**src/rtl/fc1_ifm_streamer_if.sv**
```systemverilog
// ---------------------------------------------------------------------------
// fc1_ifm_streamer_if
// Bundles the upstream word stream and the FC1 IFM load handshake of
// fc1_ifm_streamer.
//   in_valid / in_data / in_last / in_ready : upstream feature words
//   data_in_from_previous                   : word written into FC1 IFM
//   ifm_enable_write_previous               : FC1 IFM write strobe
//   start_from_previous                     : FC1 start pulse
//   end_to_previous                         : FC1 done pulse (IFM released)
// slave  : streamer side (accepts words, drives FC1 load)
// master : environment side (upstream producer + FC1)
// ---------------------------------------------------------------------------
interface fc1_ifm_streamer_if #(
    parameter int unsigned DATA_WIDTH = 32
) ();
    logic                  in_valid;
    logic [DATA_WIDTH-1:0] in_data;
    logic                  in_last;
    logic                  in_ready;
    logic [DATA_WIDTH-1:0] data_in_from_previous;
    logic                  ifm_enable_write_previous;
    logic                  start_from_previous;
    logic                  end_to_previous;

    modport slave (
        input  in_valid,
        input  in_data,
        input  in_last,
        output in_ready,
        output data_in_from_previous,
        output ifm_enable_write_previous,
        output start_from_previous,
        input  end_to_previous
    );

    modport master (
        output in_valid,
        output in_data,
        output in_last,
        input  in_ready,
        input  data_in_from_previous,
        input  ifm_enable_write_previous,
        input  start_from_previous,
        output end_to_previous
    );
endinterface

```
**src/rtl/fc1_ifm_streamer.sv**
```systemverilog
// ---------------------------------------------------------------------------
// fc1_ifm_streamer
// Collects one IFM_DEPTH-word feature vector from the upstream stage into a
// local frame buffer, bursts it into FC1's IFM memory (one word per strobe
// cycle, ascending address, no gaps), then fires a one-cycle start pulse.
// FC1 ownership (fc_busy) is held from the start pulse until FC1 returns
// end_to_previous; only the burst waits on it, so the next fill overlaps
// FC1 compute.
// Ports:
//   clk           rising-edge clock
//   reset         synchronous active-low reset
//   bus           fc1_ifm_streamer_if.slave (upstream stream + FC1 load)
//   fc_busy       FC1 currently holds a frame from this block
//   frame_error   sticky: in_last disagreed with the word count
//   frames_sent   number of start pulses issued (wraps)
// ---------------------------------------------------------------------------
module fc1_ifm_streamer #(
    parameter int unsigned DATA_WIDTH = 32,
    parameter int unsigned IFM_DEPTH  = 120,
    parameter int unsigned ADDR_W     = $clog2(IFM_DEPTH)
) (
    input  logic                   clk,
    input  logic                   reset,
    fc1_ifm_streamer_if.slave      bus,
    output logic                   fc_busy,
    output logic                   frame_error,
    output logic [15:0]            frames_sent
);

    localparam int unsigned       CNT_W    = 16;
    localparam logic [ADDR_W-1:0] LAST_IDX = ADDR_W'(IFM_DEPTH - 1);

    typedef enum logic [1:0] {
        FILL    = 2'd0,
        WAIT_FC = 2'd1,
        SEND    = 2'd2,
        START   = 2'd3
    } state_t;

    state_t                state;
    state_t                state_d;
    logic [ADDR_W-1:0]     wr_cnt;
    logic [ADDR_W-1:0]     wr_cnt_d;
    logic [ADDR_W-1:0]     rd_cnt;
    logic [ADDR_W-1:0]     rd_cnt_d;

    logic                  in_ready_q;
    logic                  in_ready_d;
    logic                  strobe_q;
    logic                  start_q;
    logic                  start_d;
    logic                  busy_d;
    logic                  err_d;
    logic [CNT_W-1:0]      frames_d;
    logic [DATA_WIDTH-1:0] rd_data_q;

    logic                  accept_c;
    logic                  wr_en_c;
    logic                  rd_en_c;

    // Frame buffer: one write port (fill), one registered read port (send)
    logic [DATA_WIDTH-1:0] mem [IFM_DEPTH];

    assign accept_c = bus.in_valid && in_ready_q;

    // Next-state, counters and registered-output next values
    always_comb begin
        state_d    = state;
        wr_cnt_d   = wr_cnt;
        rd_cnt_d   = rd_cnt;
        wr_en_c    = 1'b0;
        rd_en_c    = 1'b0;
        start_d    = 1'b0;
        busy_d     = fc_busy;
        err_d      = frame_error;
        frames_d   = frames_sent;

        // An end pulse coinciding with our start pulse cannot refer to the
        // frame just handed over, so it never clears ownership.
        if (fc_busy && bus.end_to_previous && !start_q) begin
            busy_d = 1'b0;
        end

        unique case (state)
            FILL: begin
                if (accept_c) begin
                    wr_en_c = 1'b1;
                    // Frame boundary follows the count; in_last only flags errors
                    if (wr_cnt == LAST_IDX) begin
                        wr_cnt_d = '0;
                        state_d  = WAIT_FC;
                        if (!bus.in_last) begin
                            err_d = 1'b1;
                        end
                    end else begin
                        wr_cnt_d = wr_cnt + ADDR_W'(1);
                        if (bus.in_last) begin
                            err_d = 1'b1;
                        end
                    end
                end
            end
            WAIT_FC: begin
                // Leave as soon as FC1 releases, including the release cycle itself
                if (!fc_busy || (bus.end_to_previous && !start_q)) begin
                    state_d = SEND;
                end
            end
            SEND: begin
                rd_en_c = 1'b1;
                if (rd_cnt == LAST_IDX) begin
                    rd_cnt_d = '0;
                    state_d  = START;
                end else begin
                    rd_cnt_d = rd_cnt + ADDR_W'(1);
                end
            end
            START: begin
                start_d  = 1'b1;
                busy_d   = 1'b1;
                frames_d = frames_sent + CNT_W'(1);
                state_d  = FILL;
            end
            default: begin
                state_d = FILL;
            end
        endcase

        // Upstream reopens one cycle after the start pulse
        in_ready_d = (state_d == FILL) && (state != START);
    end

    // State, counters and registered outputs
    always_ff @(posedge clk) begin
        if (!reset) begin
            state       <= FILL;
            wr_cnt      <= '0;
            rd_cnt      <= '0;
            in_ready_q  <= 1'b0;
            strobe_q    <= 1'b0;
            start_q     <= 1'b0;
            fc_busy     <= 1'b0;
            frame_error <= 1'b0;
            frames_sent <= '0;
            rd_data_q   <= '0;
        end else begin
            state       <= state_d;
            wr_cnt      <= wr_cnt_d;
            rd_cnt      <= rd_cnt_d;
            in_ready_q  <= in_ready_d;
            strobe_q    <= rd_en_c;
            start_q     <= start_d;
            fc_busy     <= busy_d;
            frame_error <= err_d;
            frames_sent <= frames_d;
            // Read register doubles as the IFM data output; holds between bursts
            if (rd_en_c) begin
                rd_data_q <= mem[rd_cnt];
            end
        end
    end

    // Buffer write port (contents need no reset)
    always_ff @(posedge clk) begin
        if (wr_en_c) begin
            mem[wr_cnt] <= bus.in_data;
        end
    end

    assign bus.in_ready                  = in_ready_q;
    assign bus.data_in_from_previous     = rd_data_q;
    assign bus.ifm_enable_write_previous = strobe_q;
    assign bus.start_from_previous       = start_q;

endmodule
```
**src/flat_wrapper.sv**
```systemverilog
// flat-port wrapper written by rule: the top's interface ports become plain ports
module fc1_ifm_streamer_flat 
#(
    parameter int unsigned DATA_WIDTH = 32,
    parameter int unsigned IFM_DEPTH  = 120,
    parameter int unsigned ADDR_W     = $clog2(IFM_DEPTH)
)
  (clk, reset, fc_busy, frame_error, frames_sent, bus_in_valid, bus_in_data, bus_in_last, bus_in_ready, bus_data_in_from_previous, bus_ifm_enable_write_previous, bus_start_from_previous, bus_end_to_previous);
  fc1_ifm_streamer_if #(.DATA_WIDTH(DATA_WIDTH)) bus_i ();
  input  logic clk;
  input  logic reset;
  output logic fc_busy;
  output logic frame_error;
  output logic [15:0] frames_sent;
  input wire logic [$bits(bus_i.in_valid)-1:0] bus_in_valid;
  input wire logic [$bits(bus_i.in_data)-1:0] bus_in_data;
  input wire logic [$bits(bus_i.in_last)-1:0] bus_in_last;
  output wire logic [$bits(bus_i.in_ready)-1:0] bus_in_ready;
  output wire logic [$bits(bus_i.data_in_from_previous)-1:0] bus_data_in_from_previous;
  output wire logic [$bits(bus_i.ifm_enable_write_previous)-1:0] bus_ifm_enable_write_previous;
  output wire logic [$bits(bus_i.start_from_previous)-1:0] bus_start_from_previous;
  input wire logic [$bits(bus_i.end_to_previous)-1:0] bus_end_to_previous;
  assign bus_i.in_valid = bus_in_valid;
  assign bus_i.in_data = bus_in_data;
  assign bus_i.in_last = bus_in_last;
  assign bus_in_ready = bus_i.in_ready;
  assign bus_data_in_from_previous = bus_i.data_in_from_previous;
  assign bus_ifm_enable_write_previous = bus_i.ifm_enable_write_previous;
  assign bus_start_from_previous = bus_i.start_from_previous;
  assign bus_i.end_to_previous = bus_end_to_previous;
  fc1_ifm_streamer #(.DATA_WIDTH(DATA_WIDTH), .IFM_DEPTH(IFM_DEPTH), .ADDR_W(ADDR_W)) u_core (.clk(clk), .reset(reset), .bus(bus_i), .fc_busy(fc_busy), .frame_error(frame_error), .frames_sent(frames_sent));
endmodule
```
**config.mk**
```make
export PLATFORM = sky130hd
export DESIGN_NAME = fc1_ifm_streamer_flat
export DESIGN_NICKNAME = d
export VERILOG_FILES = /design/src/rtl/fc1_ifm_streamer_if.sv /design/src/rtl/fc1_ifm_streamer.sv /design/src/flat_wrapper.sv
export SDC_FILE = /design/constraint.sdc
export NUM_CORES = 2
export LEC_CHECK = 0
export ABC_AREA = 0
export ABC_CLOCK_PERIOD_IN_PS = 4600
export CELL_PAD_IN_SITES_DETAIL_PLACEMENT = 1
export CELL_PAD_IN_SITES_GLOBAL_PLACEMENT = 2
export CORE_MARGIN = 10
export CORE_UTILIZATION = 40
export DETAILED_ROUTE_END_ITERATION = 8
export PLACE_DENSITY_LB_ADDON = 0.1
export SLEW_MARGIN = 15
export SYNTH_ARGS = -nofsm -noshare
export SYNTH_HDL_FRONTEND = slang
export SYNTH_SLANG_ARGS = --single-unit
export TNS_END_PERCENT = 1
```
**constraint.sdc**
```tcl
create_clock -name clk -period 4.6 [get_ports clk]
set_input_delay 0.92 -clock clk [delete_from_list [all_inputs] [get_ports clk]]
set_output_delay 0.92 -clock clk [all_outputs]
set_load 0.1 [all_outputs]
```
## Word-level counts from Yosys, hierarchy flattened

Memories as Yosys holds them, arrays and structs flattened. A register that Yosys moved wholly into a read port is not among the register bits.
Cells that the tools add are included.
W data, S select, Z words.

| operators by class | value |
|---|---|
| mux-type cells | 18 |
| eq/ne operators | 7 |
| reductions and logical operators | 15 |
| add/sub/neg operators | 3 |

Operator list:

| cell | count |
|---|---|
| $add A16 B1 Y16 const B | 1 |
| $add A7 B1 Y7 const B | 2 |
| $eq A7 B7 Y1 const B | 2 |
| $mux W7 | 2 |
| $mux W1 | 11 |
| $mux W2 | 4 |
| $pmux W2 S4 | 1 |
| $logic_and A1 B1 Y1 | 5 |
| $eq A2 B2 Y1 const B | 2 |
| $logic_not A2 Y1 | 2 |
| $ne A2 B2 Y1 const B | 2 |
| $reduce_and A4 Y1 | 1 |
| $reduce_bool A2 Y1 | 2 |
| $logic_not A1 Y1 | 3 |
| $eq A2 B1 Y1 const B | 1 |
| $reduce_and A2 Y1 | 1 |
| $logic_or A1 B1 Y1 | 1 |

| word-level totals | value |
|---|---|
| input bits | 37 |
| memory bits (writable) | 3840 |
| word-level logic and storage cells | 53 |
| memories kept | 1 |
| flip-flop bits (word level) | 37 |
| output and inout bits | 53 |

Memories:

| name | depth | bits a word | rd ports | clocked after memory_dff | wr ports | line | RTL |
|---|---|---|---|---|---|---|---|
| u_core.mem | 120 | 32 | 1 | 1 | 1 | fc1_ifm_streamer.sv:62 | `logic [DATA_WIDTH-1:0] mem [IFM_DEPTH];` |

## Logic depth before layout (Yosys ltp)

| depth | value |
|---|---|
| word-level depth | 7 |
| gate-level depth with buffers | 13 |
| mapped depth without buffers | 7 |

## Worst setup path after synthesis

Ideal clock, no wire load.

| path | value |
|---|---|
| path kind | reg-to-reg |
| start point | register u_core.in_ready_q (netlist: u_core.bus.in_ready) |
| end point | memory u_core.mem[55][0] (enable) |
| setup slack | 0.570 ns |
| setup time | 0.421 ns |
| required time | 4.179 ns |
| data arrival time | 3.609 ns |
| buffers on the path | 3 |
| cell stages (with the launch flop) | 8 |
| clock period less this slack | 4.030 ns |
| cell sequence | dfxtp_1 -> and3_1 -> clkbuf_1 -> and2_1 -> clkbuf_1 -> nand3_1 -> clkbuf_1 -> nor2_1 |

| on the way | value |
|---|---|
| word-level cells in the longest chain between the ends | 5 |

RTL lines:

| element | line | RTL |
|---|---|---|
| from (decl) | fc1_ifm_streamer.sv:47 | `logic in_ready_q;` |
| from (signal assigned) | fc1_ifm_streamer.sv:150 | `in_ready_q <= in_ready_d;` |
| $logic_and A1 B1 Y1 | fc1_ifm_streamer.sv:64 | `assign accept_c = bus.in_valid && in_ready_q;` |
| $mux W1 | fc1_ifm_streamer.sv:86 | `if (accept_c) begin` |
| $mux W1 | fc1_ifm_streamer.sv:84 | `unique case (state)` |
| $mux W1 | fc1_ifm_streamer.sv:165 | `if (wr_en_c) begin` |
| $mux W1 (not written as such) | fc1_ifm_streamer.sv:166 | `mem[wr_cnt] <= bus.in_data;` |
| to (decl) | fc1_ifm_streamer.sv:62 |  |

No other way between the ends.

==> metrics.txt <==
Slew Limit Fails 0; Antenna Nets Post-Route 0; EDFF count, synth 3840; Rows approximately 220; 1st-pass router iterations 6; Total Power about 0.074 W; top-level port count 90; Die Y approximately 630 um; vias in the first global route around 78000; Critical Path End Type register; Final setup viols 0; DRC viols 0; CP Data Arrival Time 4.86 ns; max cap viols 0; largest family of logic cells by synthesized area multiplexers; critical path fanouts, max 39; XOR/XNOR share of the synthesized area 0.00134; dpl hpwl 296000 um; maximum number of pins on one net before global-route repair between 100 and 150; Worst slew margin 0.157; Power Density ~420 nW/um^2; Period minus WS final 4.01 ns; worst min path class in2reg; RD Place Congestion just over 0.8; gr usage total 0.245; Final WS setup between 0.5 and 0.6 ns; Final Skew 0.0700 ns; Fillers between 30000 and 40000; RSZ-0062 raised after global routing no; Vias 76100; CTS tree yes; Adder-Cell Fraction of Synth Area 0.000250; DRT iter0 DRCs around 9800; outcome complete, no violations; Syn Std Cell Area around 150000 um^2; Port Buffers 89; TritonCTS Sinks roughly 3900; clk root buf clkbuf_16; TritonCTS Buffers between 400 and 500; total setup buffers inserted after CTS 0; Tcrit/Tclk final 0.872; critical path cell sequence buf_12, buf_12, buf_4, mux4_2, mux4_2, nor2_1, nor2_1, o21ai_0, nand4_1; Clock Pin Slew Worst Setup and Hold Paths ~0.060 ns; Synth Area per Inst ~22 um^2; Leak between 50 and 60 nW; Yosys top cell area share 0.769; Worst Max-Slew Pin Slew about 1.3 ns; Overflow after GRT 0; Post-Syn Nets approximately 6800; Hold Slack 0.397 ns; footprint of the multi-input gates roughly 32000 um^2; fmax roughly 250 MHz; Post-synth top flop edfxtp_1; asr flop ratio synth 0; clock tree buffer depth 4; main area contributors after synthesis edfxtp_1, mux4_2, mux2i_1; initial antenna violation count 64; Initial Utilization 0.402; Fin. Hold Viols 0; synthesized flop and latch total 3909; post-CTS resize count 0; worst-skew pair later-pin latency 1.00 ns; Hold Buf Count CTS 0; slowest stage cell, crit path dfxtp_4; DP Worst Slack slightly below 0.6 ns; first-pass GRT wire length 678000 um; Layout area overhead 16.7%; sequential share of the synthesized area 0.778; routed wire length per instance about 40 um; Die Footprint around 400000 um^2; Die Width approximately 630 um; Yosys top cell by area edfxtp_1; depth of the CTS H-tree 5; data required time at the worst endpoint 5.45 ns; synth unique cells 70; cells after synthesis between 6000 and 7000; worst IR drop on VDD approximately 0.00037 V; synth warn 0; nets@finish 7399; Core Box Area between 300000 and 400000 um^2; post-synthesis simple-gate area fraction 0.0176; Fin Setup TNS 0 ns; CP startpoint kind register; WL final between 400000 and 500000 um; post-synthesis compound-gate area fraction 0.0262; Crit Path Category reg2reg; max incr delay on CP 0.73 ns; Seq. cell area 117000 um^2; mux cell area share after synthesis 0.161; layout cells sized above 1 0.280; Vias/cell between 5 and 6
-- path summary, 6_finish.rpt --
path | startpoint | cells past startpoint | end | slack, ns
setup / recovery | u_core.rd_cnt[0] | 9 | u_core.bus.data_in_from_previous[17] | 0.59
hold reg to reg | u_core.frames_sent[1] | 2 | u_core.frames_sent[1] | 0.51
setup reg to reg | u_core.rd_cnt[0] | 9 | u_core.bus.data_in_from_previous[17] | 0.59
hold / removal | reset | 3 | u_core.bus.data_in_from_previous[27] | 0.40
-- logic make-up (layout without fill, tap and decap cells) --
family | after synthesis | count (layout)
flops | 3909 | 3909
other cells | 0 | 19
xor+xnor | 23 | 23
buf+inv | 389 | 1356
mux | 1254 | 1254
fa+ha+maj | 3 | 3
simple gates | 597 | 597
compound gates | 584 | 584
-- through the flow --
step,instance area [um^2],utilization,instances
floorplan,150000,-,6759
global placement,161000,0.433,11900
detailed placement,161000,0.433,11900
CTS,175000,0.469,12700
global route,175000,0.469,12700
finish,175000,0.470,12700
-- cell usage after synthesis, types with 6 or more instances --
master,n
a21boi_0,8
o31ai_1,7
a221oi_1,53
buf_2,130
buf_4,50
and2_1,26
buf_1,22
inv_1,8
o211ai_1,18
a31oi_1,15
mux2i_1,323
and3_1,10
a221o_1,8
a22oi_1,34
mux4_1,7
dfxtp_1,69
or3_1,14
a211oi_1,50
mux4_2,916
buf_6,47
buf_8,17
nor2b_1,27
nand2b_1,11
nand4_1,11
a22o_1,6
xnor2_1,20
mux2_2,8
a2111oi_0,11
nor3_1,23
nand2_1,194
edfxtp_1,3840
o21ai_0,105
o22ai_1,50
o221ai_1,39
clkbuf_1,112
nor2_1,220
nand3_1,37
a21oi_1,135
nor4_1,8
-- critical path: cells and delay by family, from the launching register on --
kind | cells | cell delay, ns
mux | 2 | 1.14
compound gates | 1 | 0.66
simple gates | 3 | 0.40
flops | 1 | 0.73
buf+inv | 3 | 0.90
-- final cells by class --
class                      count  area share
antenna                       19    0.000271
clock buffer                 544      0.0644
clock inverter               250      0.0133
inverter                       9    0.000293
multi-input combinational   2461       0.183
sequential                  3909       0.666
tap                         4972      0.0355
timing repair buffer         553      0.0373
-- state kept, by name (all words and copies together) (netlist names) --
register                              cells
u_core.bus.start_from_previous            1
u_core.bus.in_ready                       1
u_core.bus.data_in_from_previous         32
u_core.mem                             3840
u_core.fc_busy                            1
u_core.frame_error                        1
u_core.rd_cnt                             7
u_core.frames_sent                       16
u_core.bus.ifm_enable_write_previous      1
u_core.state                              2
u_core.wr_cnt                             7
-- cells in the final DEF (no fill, tap or decap), drive strengths merged, types with 53 or more instances in the layout --
cell           synthesis  routed
edfxtp              3840    3840
mux4                 923     923
clkbuf               112     544
buf                  268     498
mux2i                323     323
nor2                 220     220
clkinv                 0     196
nand2                194     194
a21oi                135     135
o21ai                106     106
dfxtp                 69      69
clkdlybuf4s50          0      55
a221oi                53      53
-- power by group --
part / switching, W / internal, W / total [W] / leakage [nW]
Clock: 0.0143 / 0.0193 / 0.0336 / 6.63
Sequential: 0.00000956 / 0.0391 / 0.0391 / 35.1
Combinational: 0.000869 / 0.000127 / 0.000996 / 11.2
Total: 0.0152 / 0.0585 / 0.0737 / 52.9
-- layer usage --
layer / vias to the layer above / global-route usage / part of all wire
met4: 8 / 0.0613 / 0.027
li1: 29900 / - / -
met3: 626 / 0.0387 / 0.068
met1: 42600 / 0.356 / 0.43
met2: 2962 / 0.389 / 0.47
met5: - / 0 / 0.00012
Power figures use the tool's default switching activity.
